## config.mk

```make
export PLATFORM = sky130hd
export DESIGN_NAME = spc_stack_ctrl
export DESIGN_NICKNAME = d
export VERILOG_FILES = /design/src/rtl/spc_stack_ctrl_pkg.sv /design/src/rtl/spc_ptr_unit.sv /design/src/rtl/spc_stack_ctrl.sv
export SDC_FILE = /design/constraint.sdc
export NUM_CORES = 1
export LEC_CHECK = 0
export BUFFER_PORTS_ARGS = -buffer_cell sky130_fd_sc_hd__buf_2
export CAP_MARGIN = 0
export CORE_ASPECT_RATIO = 1.25
export CORE_UTILIZATION = 40
export DETAILED_ROUTE_END_ITERATION = 8
export PLACE_DENSITY = 0.83
export SYNTH_ARGS = -nofsm -noshare
export SYNTH_HDL_FRONTEND = slang
export SYNTH_SLANG_ARGS = --single-unit
```

## constraint.sdc

```tcl
create_clock -name clk -period 3 [get_ports clk]
set_input_delay 0 -clock clk [delete_from_list [all_inputs] [get_ports clk]]
set_output_delay 0 -clock clk [all_outputs]
set_load 0.005 [all_outputs]
```

## src/rtl/spc_stack_ctrl_pkg.sv

```systemverilog
// Shared widths and FSM state encoding for the subroutine-PC stack controller.
package spc_stack_ctrl_pkg;

    localparam int SPC_AW = 5;
    localparam int SPC_DW = 19;

    typedef enum logic [1:0] {
        ST_IDLE     = 2'd0,
        ST_DBG_RD   = 2'd1,
        ST_DBG_DONE = 2'd2
    } spc_state_e;

endpackage

```

## src/rtl/spc_ptr_unit.sv

```systemverilog
// Next-state arithmetic for the stack pointer, depth counter and sticky flags.
// Purely combinational; the registers themselves live in spc_stack_ctrl.
module spc_ptr_unit
    import spc_stack_ctrl_pkg::*;
#(
    parameter int AW = SPC_AW
) (
    input  logic [AW-1:0] ptr_i,
    input  logic [AW:0]   depth_i,
    input  logic          push_i,
    input  logic          pop_i,
    input  logic          clear_i,
    output logic [AW-1:0] ptr_next_o,
    output logic [AW:0]   depth_next_o,
    output logic          wr_en_o,
    output logic [AW-1:0] wr_addr_o,
    output logic          clr_flags_o,
    output logic          set_ovf_o,
    output logic          set_unf_o
);

    localparam logic [AW-1:0] PTR_ONE    = {{(AW-1){1'b0}}, 1'b1};
    localparam logic [AW:0]   DEPTH_ONE  = {{AW{1'b0}}, 1'b1};
    localparam logic [AW:0]   DEPTH_FULL = {1'b1, {AW{1'b0}}};

    logic depth_empty;
    logic depth_full;

    assign depth_empty = (depth_i == '0);
    assign depth_full  = (depth_i == DEPTH_FULL);

    // Clear wins; replace-top writes in place, push writes one above, pop only moves the pointer.
    always_comb begin
        ptr_next_o   = ptr_i;
        depth_next_o = depth_i;
        wr_en_o      = 1'b0;
        wr_addr_o    = ptr_i;
        clr_flags_o  = 1'b0;
        set_ovf_o    = 1'b0;
        set_unf_o    = 1'b0;
        if (clear_i) begin
            ptr_next_o   = '0;
            depth_next_o = '0;
            clr_flags_o  = 1'b1;
        end else if (push_i && pop_i) begin
            wr_en_o   = 1'b1;
            wr_addr_o = ptr_i;
            if (depth_empty) begin
                depth_next_o = DEPTH_ONE;
                set_unf_o    = 1'b1;
            end
        end else if (push_i) begin
            ptr_next_o = ptr_i + PTR_ONE;
            wr_en_o    = 1'b1;
            wr_addr_o  = ptr_i + PTR_ONE;
            if (depth_full) begin
                set_ovf_o = 1'b1;
            end else begin
                depth_next_o = depth_i + DEPTH_ONE;
            end
        end else if (pop_i) begin
            ptr_next_o = ptr_i - PTR_ONE;
            if (depth_empty) begin
                set_unf_o = 1'b1;
            end else begin
                depth_next_o = depth_i - DEPTH_ONE;
            end
        end
    end

endmodule

```

## src/rtl/spc_stack_ctrl.sv

```systemverilog
// Controller for the 32-entry subroutine-PC stack in front of a dual-port RAM.
// Port A only reads (top-of-stack prefetch and console reads); port B only writes.
module spc_stack_ctrl
    import spc_stack_ctrl_pkg::*;
#(
    parameter int AW = SPC_AW,
    parameter int DW = SPC_DW
) (
    input  logic          clk,
    input  logic          reset_n,
    input  logic          push,
    input  logic          pop,
    input  logic [DW-1:0] push_data,
    input  logic          clear,
    output logic          ready,
    output logic [DW-1:0] tos,
    output logic          tos_valid,
    output logic [AW-1:0] ptr,
    output logic [AW:0]   depth,
    output logic          overflow,
    output logic          underflow,
    input  logic          dbg_rd,
    input  logic [AW-1:0] dbg_addr,
    output logic [DW-1:0] dbg_data,
    output logic          dbg_ack,
    output logic [AW-1:0] ram_addr_a,
    output logic          ram_rden_a,
    input  logic [DW-1:0] ram_q_a,
    output logic [AW-1:0] ram_addr_b,
    output logic [DW-1:0] ram_data_b,
    output logic          ram_wren_b
);

    spc_state_e    state_q, state_d;
    logic [AW-1:0] ptr_q, ptr_d;
    logic [AW:0]   depth_q, depth_d;
    logic          overflow_q, overflow_d;
    logic          underflow_q, underflow_d;
    logic          tos_valid_q;
    logic [DW-1:0] dbg_data_q, dbg_data_d;

    logic          push_acc;
    logic          pop_acc;
    logic          wr_en;
    logic [AW-1:0] wr_addr;
    logic          clr_flags;
    logic          set_ovf;
    logic          set_unf;

    assign ready    = (state_q == ST_IDLE) && !clear;
    assign push_acc = push && ready;
    assign pop_acc  = pop && ready;

    spc_ptr_unit #(
        .AW(AW)
    ) u_ptr_unit (
        .ptr_i       (ptr_q),
        .depth_i     (depth_q),
        .push_i      (push_acc),
        .pop_i       (pop_acc),
        .clear_i     (clear),
        .ptr_next_o  (ptr_d),
        .depth_next_o(depth_d),
        .wr_en_o     (wr_en),
        .wr_addr_o   (wr_addr),
        .clr_flags_o (clr_flags),
        .set_ovf_o   (set_ovf),
        .set_unf_o   (set_unf)
    );

    // Sticky error flags: set by the pointer unit, dropped only by clear.
    always_comb begin
        overflow_d  = overflow_q;
        underflow_d = underflow_q;
        if (clr_flags) begin
            overflow_d  = 1'b0;
            underflow_d = 1'b0;
        end else begin
            overflow_d  = overflow_q | set_ovf;
            underflow_d = underflow_q | set_unf;
        end
    end

    // Arbitration FSM; port A prefetches the next top so tos is ready with no stall.
    always_comb begin
        state_d    = state_q;
        ram_addr_a = ptr_d;
        ram_rden_a = 1'b1;
        dbg_ack    = 1'b0;
        case (state_q)
            ST_IDLE: begin
                if (!clear && dbg_rd && !push && !pop) begin
                    state_d = ST_DBG_RD;
                end
            end
            ST_DBG_RD: begin
                ram_addr_a = dbg_addr;
                state_d    = ST_DBG_DONE;
            end
            ST_DBG_DONE: begin
                dbg_ack = 1'b1;
                state_d = ST_IDLE;
            end
            default: begin
                state_d = ST_IDLE;
            end
        endcase
    end

    // Console data is passed straight through during the ack and held afterwards.
    always_comb begin
        dbg_data_d = dbg_data_q;
        if (dbg_ack) begin
            dbg_data_d = ram_q_a;
        end
    end

    // State registers; tos_valid_q marks that at least one clock has passed since reset.
    always_ff @(posedge clk or negedge reset_n) begin
        if (!reset_n) begin
            state_q     <= ST_IDLE;
            ptr_q       <= '0;
            depth_q     <= '0;
            overflow_q  <= 1'b0;
            underflow_q <= 1'b0;
            tos_valid_q <= 1'b0;
            dbg_data_q  <= '0;
        end else begin
            state_q     <= state_d;
            ptr_q       <= ptr_d;
            depth_q     <= depth_d;
            overflow_q  <= overflow_d;
            underflow_q <= underflow_d;
            tos_valid_q <= 1'b1;
            dbg_data_q  <= dbg_data_d;
        end
    end

    assign tos        = ram_q_a;
    assign tos_valid  = tos_valid_q && (state_q != ST_DBG_DONE);
    assign ptr        = ptr_q;
    assign depth      = depth_q;
    assign overflow   = overflow_q;
    assign underflow  = underflow_q;
    assign dbg_data   = dbg_data_d;
    assign ram_addr_b = wr_addr;
    assign ram_data_b = push_data;
    assign ram_wren_b = wr_en && reset_n;

endmodule

```

==> results of run 1 <==
==> what timing repair did <==
item	4_1_cts	5_1_grt
endpoints found under the hold margin	39	0
gates resized for setup	0	0
hold buffers	21	0
==> layout by cell type, fill, tap and decap left out, types with 3 or more instances in the layout <==
cell type      instances
o31ai_1                6
nand2_1               11
buf_4                  3
mux2_2                22
a21oi_1                6
dfrtp_1               35
o21ai_0                6
ha_1                   6
xor2_1                 3
nor2_1                14
buf_2                 94
inv_1                  5
clkbuf_8               6
dlygate4sd3_1         21
nor2b_1                4
a22o_1                 4
xnor2_1                7
==> layout make-up <==
type	count	area [sq um]
clock buffers	6	82.6
clock inverters	1	5.00
fillers	493	2660
inverters	6	22.5
multi-input cells	130	1010
flip-flops and latches	35	876
well taps	64	80.1
repair buffers	118	703
==> flip-flops by register name, summed over array words and instances, names as in the netlist <==
name	cells
dbg_data_q	19
tos_valid_q	1
state_q	2
underflow	1
overflow	1
ptr	5
depth	6
==> how the worst max path moves through the flow <==
stage | cells past startpoint | end | slack [ns] | startpoint
final | 7 | depth[5] | 0.41 | state_q[1]
after detailed placement | 7 | depth[5] | 0.44 | state_q[1]
after CTS | 7 | depth[5] | 0.42 | state_q[1]
after global placement | 7 | depth[5] | 0.52 | state_q[1]
after floorplan | 8 | depth[5] | 0.55 | state_q[1]
after global routing | 7 | depth[5] | 0.34 | state_q[1]
==> metal layers <==
layer  part of all wire, %  global-route usage, %  wire length [um]  up-vias
met1                    39                   20.9              2090      921
li1                      -                      -                 -      879
met4                   3.4                   10.4               181        0
met5                     0                      0                 0        -
met2                    52                   33.0              2780       89
met3                   6.0                   4.23               325       18
==> per-stage QoR <==
stage	cells	setup WS (ns)
after global routing	360	0.337
after CTS	360	0.423
after detailed placement	332	0.442
final	360	0.405
after global placement	332	0.523
after floorplan	220	0.554
==> cell usage after synthesis, types with 2 or more instances <==
| master | n |
|---|---|
| a21oi_2 | 2 |
| a31oi_1 | 2 |
| xor2_1 | 3 |
| xnor2_1 | 7 |
| a22o_1 | 4 |
| nand2b_1 | 2 |
| a211oi_1 | 2 |
| nor4_1 | 2 |
| buf_6 | 3 |
| ha_1 | 6 |
| nand3_1 | 2 |
| clkbuf_1 | 4 |
| a21oi_1 | 6 |
| or3_1 | 2 |
| inv_1 | 5 |
| and3_1 | 2 |
| dfrtp_1 | 35 |
| buf_4 | 40 |
| nor2b_1 | 5 |
| nor3_1 | 2 |
| o31ai_1 | 6 |
| nor2_1 | 14 |
| mux2_2 | 22 |
| nand2_1 | 11 |
| o21ai_0 | 6 |
==> cell families after synthesis <==
| kind of cell | count (synthesis) | synth area share, % |
|---|---|---|
| flip-flops | 35 | 38.8 |
| multiplexers | 22 | 11.0 |
| AO/OA/AOI/OAI | 42 | 15.0 |
| adder cells (fa/ha/maj) | 7 | 3.82 |
| XOR/XNOR | 10 | 3.88 |
| other | 1 | 0.166 |
| AND/OR/NAND/NOR | 47 | 10.6 |
| buffers and inverters | 55 | 16.8 |
==> power breakdown <==
group	internal (mW)	switching (mW)	total, mW	leakage (nW)
Clock	0.180	0.172	0.352	0.0470
Combinational	0.364	0.338	0.702	0.879
Sequential	0.575	0.0908	0.666	0.443
==> impl_results.md, run 1 <==
- Clock sinks: 35
- Critical path class: flip-flop to flip-flop
- Die height: 86.0 um
- Max incr delay on CP: 0.65 ns
- GR Overflow Total: 0
- Number of synthesized flops with an enable pin: 0
- WP data arrival: 2.78 ns
- PortBufs: 94
- Layout cells sized above 1: 45.3%
- Reg-to-Reg Start: state_q[1]
- Worst Hold End: ram_data_b[11]
- Fin. Hold Viols: 0
- Final worst path period share: 86.5%
- WL/cell: 15.0 um
- Worst-skew pair later-pin latency: 0.29 ns
- Row cnt: 30
- Detail Placement HPWL: 3650 um
- CP Cell Sequence: or4b_4, ha_1, a311o_1, a21oi_1, o22ai_1, mux2_2, a21o_1
- First-pass GRT wire length: 8880 um
- Nets: 351
- Overall routing resource usage: 18.7%
- 1st-pass router iterations: 4
- WHS: 0.00000198 ns
- Design Power: 1.72 mW
- Worst Tran Pin Value: 1.01 ns
- Clk slew on worst S/H paths: 0.07 ns
- Largest net degree at the start of global routing: 23
- Fin util: 51.1%
- Initial antenna violation count: 0
- Setup_tns: 0 ns
- Die X: 69.2 um
- Worst hold path class: primary input to primary output
- CP endpoint kind: flip-flop
- Max rail drop VDD: 0.000323 V
- Clock Path Buffers: 2
- H-Tree Level Count: 2
- Largest area contributor in the netlist: dfrtp_1
- Max-cap violations: 0
- Synth Flop Type: dfrtp_1
- Crit path buf inv count: 0
- Final GP Congestion: 0.836
- Final setup vio count: 0
- Post-DRT Antenna Nets: 0
- Status: complete, no violations
- Final instance area: 2780 sq um
- R2r endpoint: depth[5]
- Sequential element share of the synthesized area: 38.8%
- # IOs: 134
- Synth Area per Inst: 10.3 sq um
- Vias: 1907
- CP Max Fanout: 10
- Synthesized area: 2260 sq um
- WP data required: 3.18 ns
- Setup Skew: 0.00583 ns
- Worst-case headroom to the max-slew limit: 32.6%
- CTS tree: built
- Core area: 5440 sq um
- Distinct cells, synth: 49
- Inserted Clock Buffers: 5
- Reg2Reg Setup Slack: 0.41 ns
- Clk root buf: clkbuf_8
- Number of global-route vias before repair: 1856
- Drt total wl: 5380 um
- Crit-path leading delay family: compound AO/OA/AOI/OAI gates
- Post-CTS Setup Bufs: 0
- Initial Util: 41.5%
- Die area: 5960 sq um
- DRT iter0 DRCs: 58
- Post-Syn Instances: 219
- Fmax: 385 MHz
- DR vias/cell: 5.30
- Diode count: 0
- Drt drc: 0
- R2r worst-path depth: 7
- Slew Limit Fails: 0
- CP startpoint kind: flip-flop
- Synth top area cells: dfrtp_1, buf_4, mux2_2, ha_1, xnor2_1
- DP Area: 2480 sq um
- Tmin final: 2.59 ns
- Flops & latches, synth: 35
- Hold depth: 0
- Pleak: 1.37 nW
- Unrepaired setup endpoints after global routing: false
- Warnings from Yosys: 0
- Asr flop ratio synth: 100%
- Post-synth top area share: 38.8%
- CP max-delay cell: or4b_4
- Layout area overhead: 23.0%
- Power Dens Cells: 619 nW/um^2
- Worst hold start: push_data[11]
Power figures use the tool's default switching activity.
==> inputs of run 2 (changes only) <==
--- a/config.mk
+++ b/config.mk
@@ -6,7 +6,7 @@
 export NUM_CORES = 1
 export LEC_CHECK = 0
 export BUFFER_PORTS_ARGS = -buffer_cell sky130_fd_sc_hd__buf_2
-export CAP_MARGIN = 0
+export CAP_MARGIN = 30
 export CORE_ASPECT_RATIO = 1.25
 export CORE_UTILIZATION = 40
 export DETAILED_ROUTE_END_ITERATION = 8
==> constraint.sdc (replaced) <==
create_clock -name clk -period 2.7 [get_ports clk]
set_input_delay 0 -clock clk [delete_from_list [all_inputs] [get_ports clk]]
set_output_delay 0 -clock clk [all_outputs]
set_load 0.005 [all_outputs]
==> impl_results.md, run 2 (synthesized netlist as in run 1, its figures left out) <==
- Final setup vio count: 0
- Largest reg by FF count: dbg_data_q
- CP max-delay cell: or4b_4
- Drt drc: 0
- Initial antenna violation count: 0
- Clk root buf: clkbuf_8
- Pleak: 1.37 nW
- WL/cell: 14.3 um
- Final worst path period share: 94.8%
- # IOs: 134
- Diode count: 0
- Detail Placement HPWL: 3650 um
- Most frequent cells in the layout: buf_2, dfrtp_1, mux2_2
- CP startpoint kind: flip-flop
- DRT iter0 DRCs: 71
- Post-DRT Antenna Nets: 0
- Most common cell after layout, fill and taps aside: buf_2
- Power Dens Cells: 679 nW/um^2
- Final GP Congestion: 0.816
- WP data required: 2.87 ns
- Reg2Reg Setup Slack: 0.14 ns
- WHS: 0.00000225 ns
- Setup Skew: 0.00386 ns
- CP Cell Sequence: or4b_4, ha_1, a311o_1, a21oi_1, o22ai_1, mux2_2, a21o_1
- Fmax: 391 MHz
- Inserted Clock Buffers: 5
- WP data arrival: 2.73 ns
- Worst-skew pair later-pin latency: 0.28 ns
- GR Overflow Total: 0
- Unrepaired setup endpoints after global routing: false
- Clock sinks: 35
- Design Power: 1.89 mW
- Critical path class: flip-flop to flip-flop
- CP endpoint kind: flip-flop
- Fin. Hold Viols: 0
- 1st-pass router iterations: 4
- Layout area overhead: 23.3%
- First-pass GRT wire length: 8400 um
- Max incr delay on CP: 0.64 ns
- Final instance area: 2790 sq um
- Crit-path leading delay family: compound AO/OA/AOI/OAI gates
- Worst hold path class: primary input to primary output
- Die X: 69.2 um
- Largest net degree at the start of global routing: 23
- DR vias/cell: 5.26
- Initial Util: 41.5%
- Max-cap violations: 0
- Die height: 86.0 um
- CP Max Fanout: 10
- Clk slew on worst S/H paths: 0.07 ns
- PortBufs: 94
- Layout cells sized above 1: 45.5%
- Number of global-route vias before repair: 1800
- DP Area: 2490 sq um
- Layout Cells excl Fill: 361
- Status: complete, no violations
- Overall routing resource usage: 17.6%
- Fin util: 51.2%
- Max reg flops: 19
- DP Worst Slack: 0.171 ns
- Slew Limit Fails: 0
- Setup_tns: 0 ns
- Worst-case headroom to the max-slew limit: 50.9%
- Nets: 352
- Die area: 5960 sq um
- Inst Count DP: 333
- Vias: 1900
- H-Tree Level Count: 2
- Crit path buf inv count: 0
- Filler Cell Count: 492
- Tmin final: 2.56 ns
- Setup ws final: 0.141 ns
- Core area: 5440 sq um
- Drt total wl: 5150 um
- Post_cts resized: 0
- Max rail drop VDD: 0.000245 V
- CTS tree: built
- Row cnt: 30
- Clock Path Buffers: 2
- Worst Tran Pin Value: 0.735 ns
-- run 2: changes by cell type in the layout (fill, tap and decap cells not counted), sizes merged --
cell	before	now
buf	97	98
-- run 2: worst paths after layout --
kind / from / to / cells past startpoint
worst min-delay path: push_data[15] / ram_data_b[15] / 0
worst max register to register: state_q[1] / depth[5] / 7
worst max-delay path: state_q[1] / depth[5] / 7
max in group asynchronous: reset_n / depth[2] / 3
worst min register to register: dbg_data_q[5] / dbg_data_q[5] / 1
min in group asynchronous: reset_n / dbg_data_q[11] / 2
-- run 2: area by class of cell --
cell class | count | area (sq um) | area share (%)
clock buffer | 6 | 82.6 | 2.96
multi-input combinational | 130 | 1010 | 36.2
inverter | 6 | 22.5 | 0.808
tap | 64 | 80.1 | 2.87
clock inverter | 1 | 5.00 | 0.180
timing repair buffer | 119 | 711 | 25.5
sequential | 35 | 876 | 31.4
-- run 2: metal layers --
layer	vias to the layer above	part of all wire [%]	routed length (um)	track usage, %
li1	886	-	-	-
met1	902	40	2050	19.7
met2	92	50	2590	30.5
met3	20	6.5	336	4.35
met4	0	3.3	171	9.65
met5	-	0	0	0
-- run 2: worst reg2reg max path, delay by kind of cell (launching register included) --
family,cells,cell delay (ns)
AOI/OAI and AO/OA,4,0.74
and+or+nand+nor,1,0.64
DFF,1,0.40
muxes,1,0.27
adders and majority gates,1,0.40
-- run 2: timing repair --
item / CTS / global route
hold buffers: 21 / 0
endpoints found under the hold margin: 33 / 0
setup buffers: 0 / 0
-- run 2: power breakdown --
part | total [mW] | switching [mW] | internal [mW]
combinational | 0.790 | 0.380 | 0.410
clock | 0.376 | 0.176 | 0.200
sequential | 0.727 | 0.0876 | 0.639
total | 1.89 | 0.643 | 1.25
==> inputs of run 3 (changes only) <==
--- a/config.mk
+++ b/config.mk
@@ -5,6 +5,7 @@
 export SDC_FILE = /design/constraint.sdc
 export NUM_CORES = 1
 export LEC_CHECK = 0
+export ABC_CLOCK_PERIOD_IN_PS = 2700
 export BUFFER_PORTS_ARGS = -buffer_cell sky130_fd_sc_hd__buf_2
 export CAP_MARGIN = 30
 export CORE_ASPECT_RATIO = 1.25
==> constraint.sdc (replaced) <==
create_clock -name clk -period 2.7 [get_ports clk]
set_input_delay 0.405 -clock clk [delete_from_list [all_inputs] [get_ports clk]]
set_output_delay 0.405 -clock clk [all_outputs]
set_load 0.005 [all_outputs]
==> impl_results.md, run 3 (synthesized netlist as in run 1, its figures left out) <==
- Worst-case headroom to the max-slew limit: 63.3%
- Overall routing resource usage: 16.2%
- Worst Tran Pin Value: 0.543 ns
- Most frequent cells in the layout: buf_2, dfrtp_1, mux2_2
- Setup ws final: 0.198 ns
- Clk root buf: clkbuf_8
- Reg-to-Reg Start: state_q[1]
- Inserted Clock Buffers: 5
- Switching fraction of total power: 34.0%
- H-Tree Level Count: 2
- Filler Cell Count: 511
- Final setup vio count: 0
- Critical path class: flip-flop to flip-flop
- Max-cap violations: 0
- Fmax: 400 MHz
- Die height: 86.0 um
- Clock Power Share: 20.1%
- Drt total wl: 4710 um
- Cell Int Power: 1.24 mW
- Clock sinks: 35
- Layout cells sized above 1: 50.2%
- DP Worst Slack: 0.136 ns
- R2r worst-path depth: 7
- Max reg flops: 19
- Die X: 69.2 um
- Row cnt: 30
- R2r endpoint: depth[5]
- Combinational Power Share: 41.4%
- Die area: 5960 sq um
- Number of global-route vias before repair: 1672
- WP data arrival: 2.68 ns
- Largest reg by FF count: dbg_data_q
- Status: complete, no violations
- CP startpoint: state_q[1]
- Detail Placement HPWL: 3570 um
- Largest net degree at the start of global routing: 36
- Tmin final: 2.50 ns
- PortBufs: 94
- Initial antenna violation count: 0
- Nets: 336
- Slew Limit Fails: 0
- GR Overflow Total: 0
- Max rail drop VDD: 0.000258 V
- Initial Util: 41.5%
- Post-DRT Antenna Nets: 0
- Sequential fraction of design power: 38.5%
- First-pass GRT wire length: 7780 um
- WL/cell: 13.6 um
- Power Dens Cells: 719 nW/um^2
- Layout area overhead: 15.9%
- Setup Skew: 0.00424 ns
- Clock Path Buffers: 2
- # IOs: 134
- Post-CTS Setup Bufs: 0
- CP startpoint kind: flip-flop
- Clk slew on worst S/H paths: 0.07 ns
- Final GP Congestion: 0.809
- DRT iter0 DRCs: 63
- DR vias/cell: 5.12
- CP endpoint kind: flip-flop
- Diode count: 0
- Drt drc: 0
- Worst hold path class: primary input to async pin
- CTS tree: built
- Core area: 5440 sq um
- CP Max Fanout: 10
- Pleak: 1.31 nW
- Setup_tns: 0 ns
- Fin. Hold Viols: 0
- Worst-skew pair later-pin latency: 0.28 ns
- Final worst path period share: 92.7%
- WP data required: 2.88 ns
- Unrepaired setup endpoints after global routing: false
- Reg2Reg Setup Slack: 0.20 ns
- Vias: 1766
- 1st-pass router iterations: 4
- P_sw: 0.639 mW
- Most common cell after layout, fill and taps aside: buf_2
-- run 3: final cells by class --
class / count / area [sq um] / area share (%)
flip-flops and latches: 35 / 876 / 33.4
clock buffers: 6 / 82.6 / 3.15
repair buffers: 103 / 538 / 20.5
multi-input cells: 130 / 1010 / 38.7
inverters: 6 / 22.5 / 0.860
clock inverters: 1 / 5.00 / 0.191
well taps: 64 / 80.1 / 3.06
-- run 3: layer usage --
metal	track usage (%)	vias to the layer above	routed length [um]
met5	0	-	0
met4	7.42	0	59
met3	2.82	9	298
met2	28.5	75	2350
met1	19.1	834	2010
li1	-	848	-
-- run 3: worst max-delay path, cell delays in order (launching register included) --
cell and delay (ns):
dfrtp_1 0.40, or4b_4 0.65, ha_1 0.36, o21a_1 0.21
a21boi_0 0.13, o22ai_1 0.15, mux2_2 0.35, a21o_1 0.15
-- run 3: how the worst max path moves through the flow --
stage and to:
6_report depth[5], 5_1_grt ram_addr_a[1], 4_1_cts ram_addr_a[0], 3_5_place_dp depth[5], 3_3_place_gp depth[5], 2_1_floorplan depth[5]
-- run 3: power by group through the flow --
stage,combinational (mW),sequential (mW),clock (mW)
2_1_floorplan,0.557,0.720,0
3_3_place_gp,0.758,0.731,0
3_5_place_dp,0.778,0.736,0
4_1_cts,0.784,0.725,0.393
5_1_grt,0.855,0.743,0.420
6_report,0.780,0.724,0.379
-- run 3: per-stage QoR --
stage	std cells	hold WS, ns	total power, mW	instance area (sq um)	utilization, %
floorplan	220	0.109	1.28	2260	-
global placement	338	0.477	1.49	2530	46.4
detailed placement	338	0.482	1.51	2530	46.4
CTS	345	0.205	1.90	2610	48.0
global route	345	0.223	2.02	2620	48.1
finish	345	0.180	1.88	2620	48.1
-- run 3: repair_timing --
action	in CTS	in global routing
endpoints found under the setup margin	0	1
resized for setup	0	1
hold endpoints to repair	0	0
hold buffers	0	0
